<file path="src/rtl/tagger_cfg_ctrl.sv">
// Programs a partition table into the tagger register block, then commits it and polls until the commit settles.
// Latency: one cycle per register transfer with ready high; done_o is a registered pulse one cycle after the final poll read.
// Backpressure: each request is held stable until reg_rsp_i.ready; cfg_ready_o is high only while idle.
package tagger_cfg_pkg;
    typedef struct packed {
        logic [31:0] addr;
        logic        write;
        logic [31:0] wdata;
        logic [3:0]  wstrb;
        logic        valid;
    } reg_req_t;

    typedef struct packed {
        logic [31:0] rdata;
        logic        error;
        logic        ready;
    } reg_rsp_t;
endpackage

module tagger_cfg_ctrl #(
    parameter int unsigned MAXPARTITION = 2,
    parameter int unsigned PATID_LEN    = 8,
    parameter logic [31:0] BASE_ADDR    = 32'h0,
    parameter logic [31:0] COMMIT_OFF   = 32'h0,
    parameter logic [31:0] PAT_ADDR_OFF = 32'h4,
    parameter logic [31:0] PATID_OFF    = 32'hC,
    parameter logic [31:0] CONF_OFF     = 32'h10,
    parameter int unsigned POLL_MAX     = 16,
    parameter type reg_req_t = tagger_cfg_pkg::reg_req_t,
    parameter type reg_rsp_t = tagger_cfg_pkg::reg_rsp_t
) (
    input  logic                                 clk_i,
    input  logic                                 rst_ni,
    input  logic                                 cfg_valid_i,
    output logic                                 cfg_ready_o,
    input  logic [MAXPARTITION-1:0][31:0]        cfg_addr_i,
    input  logic [MAXPARTITION-1:0][PATID_LEN-1:0] cfg_patid_i,
    input  logic [MAXPARTITION-1:0][1:0]         cfg_conf_i,
    output reg_req_t                             reg_req_o,
    input  reg_rsp_t                             reg_rsp_i,
    output logic                                 busy_o,
    output logic                                 done_o,
    output logic                                 error_o
);
    localparam int unsigned NE     = 32 / PATID_LEN;
    localparam int unsigned NPR    = (MAXPARTITION + NE - 1) / NE;
    localparam int unsigned NCR    = (MAXPARTITION + 15) / 16;
    localparam int unsigned MAXCNT = (MAXPARTITION > POLL_MAX) ? MAXPARTITION : POLL_MAX;
    localparam int unsigned CW     = $clog2(MAXCNT + 1);

    typedef enum logic [2:0] {IDLE, WR_ADDR, WR_PATID, WR_CONF, WR_COMMIT, POLL} state_e;

    state_e state_q, state_d, state_nxt;
    logic [CW-1:0] idx_q, idx_d;
    logic error_q, error_d, done_q, done_d;
    logic xfer, last;

    logic [MAXPARTITION-1:0][31:0]          addr_q;
    logic [MAXPARTITION-1:0][PATID_LEN-1:0] patid_q;
    logic [MAXPARTITION-1:0][1:0]           conf_q;

    logic [31:0] pat_word  [NPR];
    logic [31:0] conf_word [NCR];
    logic [31:0] addr_sel, pat_sel, conf_sel;

    // Register images are built at elaboration so slots past the last partition are tied to zero.
    for (genvar i = 0; i < NPR; i++) begin : g_pat
        for (genvar j = 0; j < NE; j++) begin : g_slot
            if (i * NE + j < MAXPARTITION) begin : g_used
                assign pat_word[i][PATID_LEN*j +: PATID_LEN] = patid_q[i*NE+j];
            end else begin : g_unused
                assign pat_word[i][PATID_LEN*j +: PATID_LEN] = '0;
            end
        end
        if (NE * PATID_LEN < 32) begin : g_pad
            assign pat_word[i][31:NE*PATID_LEN] = '0;
        end
    end

    for (genvar i = 0; i < NCR; i++) begin : g_conf
        for (genvar j = 0; j < 16; j++) begin : g_slot
            if (i * 16 + j < MAXPARTITION) begin : g_used
                assign conf_word[i][2*j +: 2] = conf_q[i*16+j];
            end else begin : g_unused
                assign conf_word[i][2*j +: 2] = 2'b00;
            end
        end
    end

    always_comb begin
        addr_sel = '0;
        pat_sel  = '0;
        conf_sel = '0;
        for (int k = 0; k < MAXPARTITION; k++) if (idx_q == CW'(k)) addr_sel = addr_q[k];
        for (int k = 0; k < NPR; k++)          if (idx_q == CW'(k)) pat_sel  = pat_word[k];
        for (int k = 0; k < NCR; k++)          if (idx_q == CW'(k)) conf_sel = conf_word[k];
    end

    always_comb begin
        state_d   = state_q;
        state_nxt = IDLE;
        idx_d     = idx_q;
        error_d   = error_q;
        done_d    = 1'b0;
        last      = 1'b0;
        reg_req_o = '0;
        xfer      = (state_q != IDLE) && reg_rsp_i.ready;

        case (state_q)
            IDLE: begin
                if (cfg_valid_i) begin
                    state_d = WR_ADDR;
                    idx_d   = '0;
                    error_d = 1'b0;
                end
            end
            WR_ADDR: begin
                reg_req_o.addr  = BASE_ADDR + PAT_ADDR_OFF + (32'(idx_q) << 2);
                reg_req_o.write = 1'b1;
                reg_req_o.wdata = addr_sel;
                last            = (idx_q == CW'(MAXPARTITION - 1));
                state_nxt       = WR_PATID;
            end
            WR_PATID: begin
                reg_req_o.addr  = BASE_ADDR + PATID_OFF + (32'(idx_q) << 2);
                reg_req_o.write = 1'b1;
                reg_req_o.wdata = pat_sel;
                last            = (idx_q == CW'(NPR - 1));
                state_nxt       = WR_CONF;
            end
            WR_CONF: begin
                reg_req_o.addr  = BASE_ADDR + CONF_OFF + (32'(idx_q) << 2);
                reg_req_o.write = 1'b1;
                reg_req_o.wdata = conf_sel;
                last            = (idx_q == CW'(NCR - 1));
                state_nxt       = WR_COMMIT;
            end
            WR_COMMIT: begin
                reg_req_o.addr  = BASE_ADDR + COMMIT_OFF;
                reg_req_o.write = 1'b1;
                reg_req_o.wdata = 32'h1;
                last            = 1'b1;
                state_nxt       = POLL;
            end
            POLL: begin
                reg_req_o.addr  = BASE_ADDR + COMMIT_OFF;
                last            = (idx_q == CW'(POLL_MAX - 1));
            end
            default: state_d = IDLE;
        endcase

        if (state_q != IDLE) begin
            reg_req_o.valid = 1'b1;
            reg_req_o.wstrb = 4'hF;
        end

        if (xfer) begin
            if (reg_rsp_i.error) begin
                error_d = 1'b1;
                state_d = IDLE;
            end else if (state_q == POLL) begin
                if (!reg_rsp_i.rdata[0]) begin
                    done_d  = 1'b1;
                    state_d = IDLE;
                end else if (last) begin
                    error_d = 1'b1;
                    state_d = IDLE;
                end else begin
                    idx_d = idx_q + CW'(1);
                end
            end else if (last) begin
                state_d = state_nxt;
                idx_d   = '0;
            end else begin
                idx_d = idx_q + CW'(1);
            end
        end
    end

    always_ff @(posedge clk_i or negedge rst_ni) begin
        if (!rst_ni) begin
            state_q <= IDLE;
            idx_q   <= '0;
            error_q <= 1'b0;
            done_q  <= 1'b0;
            addr_q  <= '0;
            patid_q <= '0;
            conf_q  <= '0;
        end else begin
            state_q <= state_d;
            idx_q   <= idx_d;
            error_q <= error_d;
            done_q  <= done_d;
            if (state_q == IDLE && cfg_valid_i) begin
                addr_q  <= cfg_addr_i;
                patid_q <= cfg_patid_i;
                conf_q  <= cfg_conf_i;
            end
        end
    end

    assign cfg_ready_o = (state_q == IDLE);
    assign busy_o      = (state_q != IDLE);
    assign done_o      = done_q;
    assign error_o     = error_q;
endmodule
</file>
<file path="config.mk">
export PLATFORM = sky130hd
export DESIGN_NAME = tagger_cfg_ctrl
export DESIGN_NICKNAME = d
export VERILOG_FILES = /design/src/rtl/tagger_cfg_ctrl.sv
export SDC_FILE = /design/constraint.sdc
export NUM_CORES = 1
export LEC_CHECK = 0
export CELL_PAD_IN_SITES_DETAIL_PLACEMENT = 2
export CELL_PAD_IN_SITES_GLOBAL_PLACEMENT = 2
export CORE_MARGIN = 1.5
export CORE_UTILIZATION = 26
export DETAILED_ROUTE_END_ITERATION = 10
export PLACE_DENSITY_LB_ADDON = 0.1
export SETUP_SLACK_MARGIN = 0.02
export SKIP_LAST_GASP = 1
export SYNTH_ARGS = -nofsm -noshare
export SYNTH_HDL_FRONTEND = slang
export SYNTH_SLANG_ARGS = --single-unit
</file>
<file path="constraint.sdc">
create_clock -name clk_i -period 5.3 [get_ports clk_i]
set_input_delay 1.06 -clock clk_i [delete_from_list [all_inputs] [get_ports clk_i]]
set_output_delay 1.06 -clock clk_i [all_outputs]
set_load 0.01 [all_outputs]
</file>
Word-level counts from Yosys, hierarchy flattened
Cells that the tools add are included.
{"block": "totals", "wordCells": 64, "reg_bits": 94, "out_inout_bits": 74, "input_bits": 121}
{"block": "op_classes", "n_reduce_logical": 7, "add_sub_neg": 4, "n_mux": 36, "n_eq_ne": 7}
{"op": "case mux 33 bit (4 select lines)", "n": 1}
{"op": "two-way mux 32 bit", "n": 2}
{"op": "two-way mux 5 bit", "n": 9}
{"op": "case mux 8 bit (3 select lines)", "n": 1}
{"op": "two-way mux 3 bit", "n": 7}
{"op": "two-way mux 16 bit", "n": 1}
{"op": "case mux 3 bit (4 select lines)", "n": 1}
{"op": "two-way mux 1 bit", "n": 11}
{"op": "adder 3 x 7 -> 8 bit (first input constant)", "n": 1}
{"op": "adder 4 x 7 -> 8 bit (first input constant)", "n": 1}
{"op": "adder 5 x 7 -> 8 bit (first input constant)", "n": 1}
{"op": "equality test 3 x 2 -> 1 bit (second input constant)", "n": 2}
{"op": "equality test 3 bit (second input constant)", "n": 2}
{"op": "case mux 3 bit (2 select lines)", "n": 1}
{"op": "adder 5 x 1 -> 5 bit (second input constant)", "n": 1}
{"op": "equality test 5 x 1 -> 1 bit (second input constant)", "n": 1}
{"op": "equality test 5 x 4 -> 1 bit (second input constant)", "n": 1}
{"op": "logical NOT 5 bit", "n": 1}
{"op": "OR reduction 5 bit", "n": 1}
{"op": "two-way mux 4 bit", "n": 1}
{"op": "case mux 1 bit (4 select lines)", "n": 1}
{"op": "equality test 3 x 1 -> 1 bit (second input constant)", "n": 1}
{"op": "logical NOT 3 bit", "n": 1}
{"op": "nonzero test 3 bit", "n": 1}
{"op": "other kinds (2)", "n": 3}

Logic depth before layout (Yosys ltp)
{"block": "logic_depth", "word_depth": 8, "depth_mapped": 9, "mapped_depth_nobuf": 8}

Least setup slack after synthesis
Ideal clock, no wire load.
{"block": "synth_path", "kind": "register -> output", "start": "reg state_q[2]", "end": "out reg_req_o[42] (netlist name)", "t_arrival_ps": 2100, "stages_incl_launch_ff": 9, "t_required_ps": 4240, "path_buffers": 1, "path_slack_ps": 2140, "path_cell_list": "dfrtp_1 -> nand2b_1 -> clkbuf_1 -> nor2_1 -> inv_1 -> fa_1 -> nand2_1 -> a21oi_1 -> a2111oi_0"}
{"element": "from (decl)", "line": "53", "text": "state_e state_q, state_d, state_nxt;"}
{"element": "from (signal assigned)", "line": "190", "text": "state_q <= state_d;"}
{"element": "to (decl)", "line": "39", "text": "output reg_req_t reg_req_o,"}

==> flow_summary.yaml <==
die:
  die_h_um: 140
  die_area_sq_um: 19500
  start_util: 0.268
  num_rows: 49
  die_w_um: 140
  ios: 195
  coreArea_sq_um: 18100
layout:
  final_common_cell: "nand2_1"
  stdcell_area_sq_um: 6600
  drive_gt1_frac: 0.0434
  area_growth_pct: 35.7
  antenna_cells: 0
  final_cell_mix: "nand2_1, clkdlybuf4s50_1, dfrtp_1"
  nNetsFinal: 840
place:
  place_area_sq_um: 6300
  place.gp.congestion: 0.771
  port_buffers: 137
  dp_hpwl_um: 10900
yosys:
  synth-edff-count: 0
  ys_seq_area_frac: 0.483
  syn_area_sq_um: 4870
  ys_seq_elements: 94
  ys_types: 46
  synth_cells: 595
  synth_flop_cell: "dfrtp_1"
  synth-async-reset-ratio: 1.00
  yosys_warnings: 0
  synth_area_per_cell_sq_um: 8.18
timing:
  fin_crit_sh: 0.830
  hold_viol_final: 0
  relSlewSlack: 0.331
  period_needed_ns: 4.40
  skew_ns: 0.00544
  tightest_slew_ns: 1.00
  finalSetupViolCount: 0
  setup_tns_ns: 0
  fmaxAchievable_mhz: 227
  maxSlewViolCount: 0
  rsz0062_at_grt: "no"
min_path:
  hold_path_end: "pat_word[9]"
  hold_class: "reg2reg"
  min_path_cells: 2
  worstHoldStart: "pat_word[9]"
worst_setup_path:
  rr_worst_depth: 4
  path_max_fanout: 20
  end_kind: "primary output"
  setup.worst_path.class: "reg2out"
  rr_startpoint: "state_q[2]"
  rr_endpoint: "idx_q[2]"
  critPathLaunchType: "register"
  cp.arrival_ns: 3.34
  cp.required_ns: 4.24
  ff2ff_setup_slack_ns: 2.71
grt:
  grt_antenna_before_repair: 0
  grt_pass1_wl_um: 26300
  grt_max_degree: 90
  overflow: 0
  grt_use_total: 0.171
  grt_pass1_vias: 5001
outcome:
  violations: "design-rule violations"
  outcome: "finished, violations left"
detailed_routing:
  routedWlPerCell_um: 16.9
  routed_wl_um: 16000
  drt_pre_antenna_iters: 7
  viasPerCell: 4.64
  vias: 4382
  postRouteAntennaNets: 0
  drc: 6
  drt_iter0_drc: 142
clocking:
  clock_sinks: 94
  cts_setup_buffers: 0
  root_buffer: "clkbuf_16"
  clk_latency_ns: 0.35
  cts-resized-gates: 0
  clkSlewWorstSetupHoldPaths_ns: 0.07
  numCtsBuffers: 9
  htreeDepth: 3
  tritoncts: "yes"
  cts_buffer_depth: 2
  ctsHoldBuffers: 0
flow_run:
  max_cap_violations: 0
power:
  pwr-share-clk: 0.193
  switching_share: 0.391
  switchingPower_w: 0.00140
  power.internal_w: 0.00219
  p_seq_frac: 0.342
  max-vdd-ir-drop_mv: 0.219
  pwr_density_cell_nw_per_um2: 544
  p_leak_nw: 3.20
  power_frac_comb: 0.465
power groups by stage:
| stage | Clock [W] | Sequential (W) | Combinational [W] |
|---|---|---|---|
| after detailed placement | 0 | 0.00124 | 0.00171 |
| final | 0.000692 | 0.00123 | 0.00167 |
| after global placement | 0 | 0.00122 | 0.00165 |
| after floorplan | 0 | 0.00118 | 0.000997 |
| after CTS | 0.000720 | 0.00123 | 0.00172 |
| after global routing | 0.000745 | 0.00127 | 0.00187 |
metrics by stage:
step / setup slack, ns / power (W) / util / std cells / hold slack, ns
3_5_place_dp: 1.25 / 0.00295 / 0.347 / 929 / 0.467
4_1_cts: 0.842 / 0.00367 / 0.364 / 944 / 0.482
2_1_floorplan: 2.14 / 0.00218 / - / 620 / 0.445
6_report: 0.902 / 0.00359 / 0.364 / 944 / 0.480
5_1_grt: 0.639 / 0.00389 / 0.364 / 944 / 0.502
3_3_place_gp: 1.29 / 0.00287 / 0.347 / 929 / 0.458
Yosys cell counts, types with 2 or more instances:
library cell  number  share of area
nand2_1          295           0.23
dfrtp_1           94           0.48
buf_4             31          0.048
a22o_1            17          0.031
a22oi_1           17          0.026
buf_2             17          0.017
nor2_1            15          0.012
clkbuf_1          14          0.011
o21ai_0           12          0.012
inv_1             11         0.0085
a21oi_1            9         0.0093
ha_1               7          0.018
mux2i_1            5          0.010
nor2b_1            5         0.0064
and2_1             4         0.0051
a2111oi_0          3         0.0054
a21o_1             3         0.0046
nand2b_1           3         0.0039
nand3_1            3         0.0031
xnor2_1            3         0.0054
and3_4             2         0.0046
per-layer routing:
layer  up-vias  wire (um)  global-route usage  part of all wire
li1       2077          -                   -                 -
met1      2191       7040               0.209              0.44
met2       105       7790               0.296              0.49
met3         9       1010              0.0520             0.063
met4         0        136              0.0366            0.0085
met5         -          0                   0                 0
cells by family after synthesis:
kind of cell | after synthesis | share of synthesized area
AO/OA/AOI/OAI | 72 | 0.108
XOR/XNOR | 3 | 0.00540
adder cells (fa/ha/maj) | 8 | 0.0221
buffers and inverters | 76 | 0.0892
flip-flops | 94 | 0.483
multiplexers | 5 | 0.0103
other | 1 | 0.000770
AND/OR/NAND/NOR | 336 | 0.280
worst max-delay path by stage:
stage          slack (ns)       endpoint  cells past startpoint  startpoint
2_1_floorplan        2.14  reg_req_o[42]                      8  state_q[2]
3_3_place_gp         1.29  reg_req_o[44]                      8  state_q[2]
3_5_place_dp         1.25  reg_req_o[44]                      8  state_q[2]
4_1_cts              0.84  reg_req_o[42]                      8  state_q[2]
5_1_grt              0.64  reg_req_o[44]                      8  state_q[2]
6_report             0.90  reg_req_o[44]                      8  state_q[2]
layout make-up:
type / count / area [sq um]
clock buffer: 11 / 233
clock inverter: 4 / 72.6
fill: 2052 / 11500
inverter: 12 / 45.0
multi-input combinational: 450 / 2190
sequential: 94 / 2350
tap: 229 / 287
timing repair buffer: 144 / 1420
state kept, by name, summed over array words and instances, names as in the netlist:
register	count
addr_q	64
conf_q	4
done_o	1
error_o	1
idx_q	5
pat_word	16
state_q	3
critical path, stage by stage, from the launching register on:
cell and delay (ns):
dfrtp_1 0.62, nand2b_1 0.42, nor2_1 0.20, inv_1 0.08, fa_1 0.45, inv_1 0.09, o21ai_0 0.07, a2111oi_0 0.43
clkdlybuf4s50_1 0.62
Power figures use the tool's default switching activity.
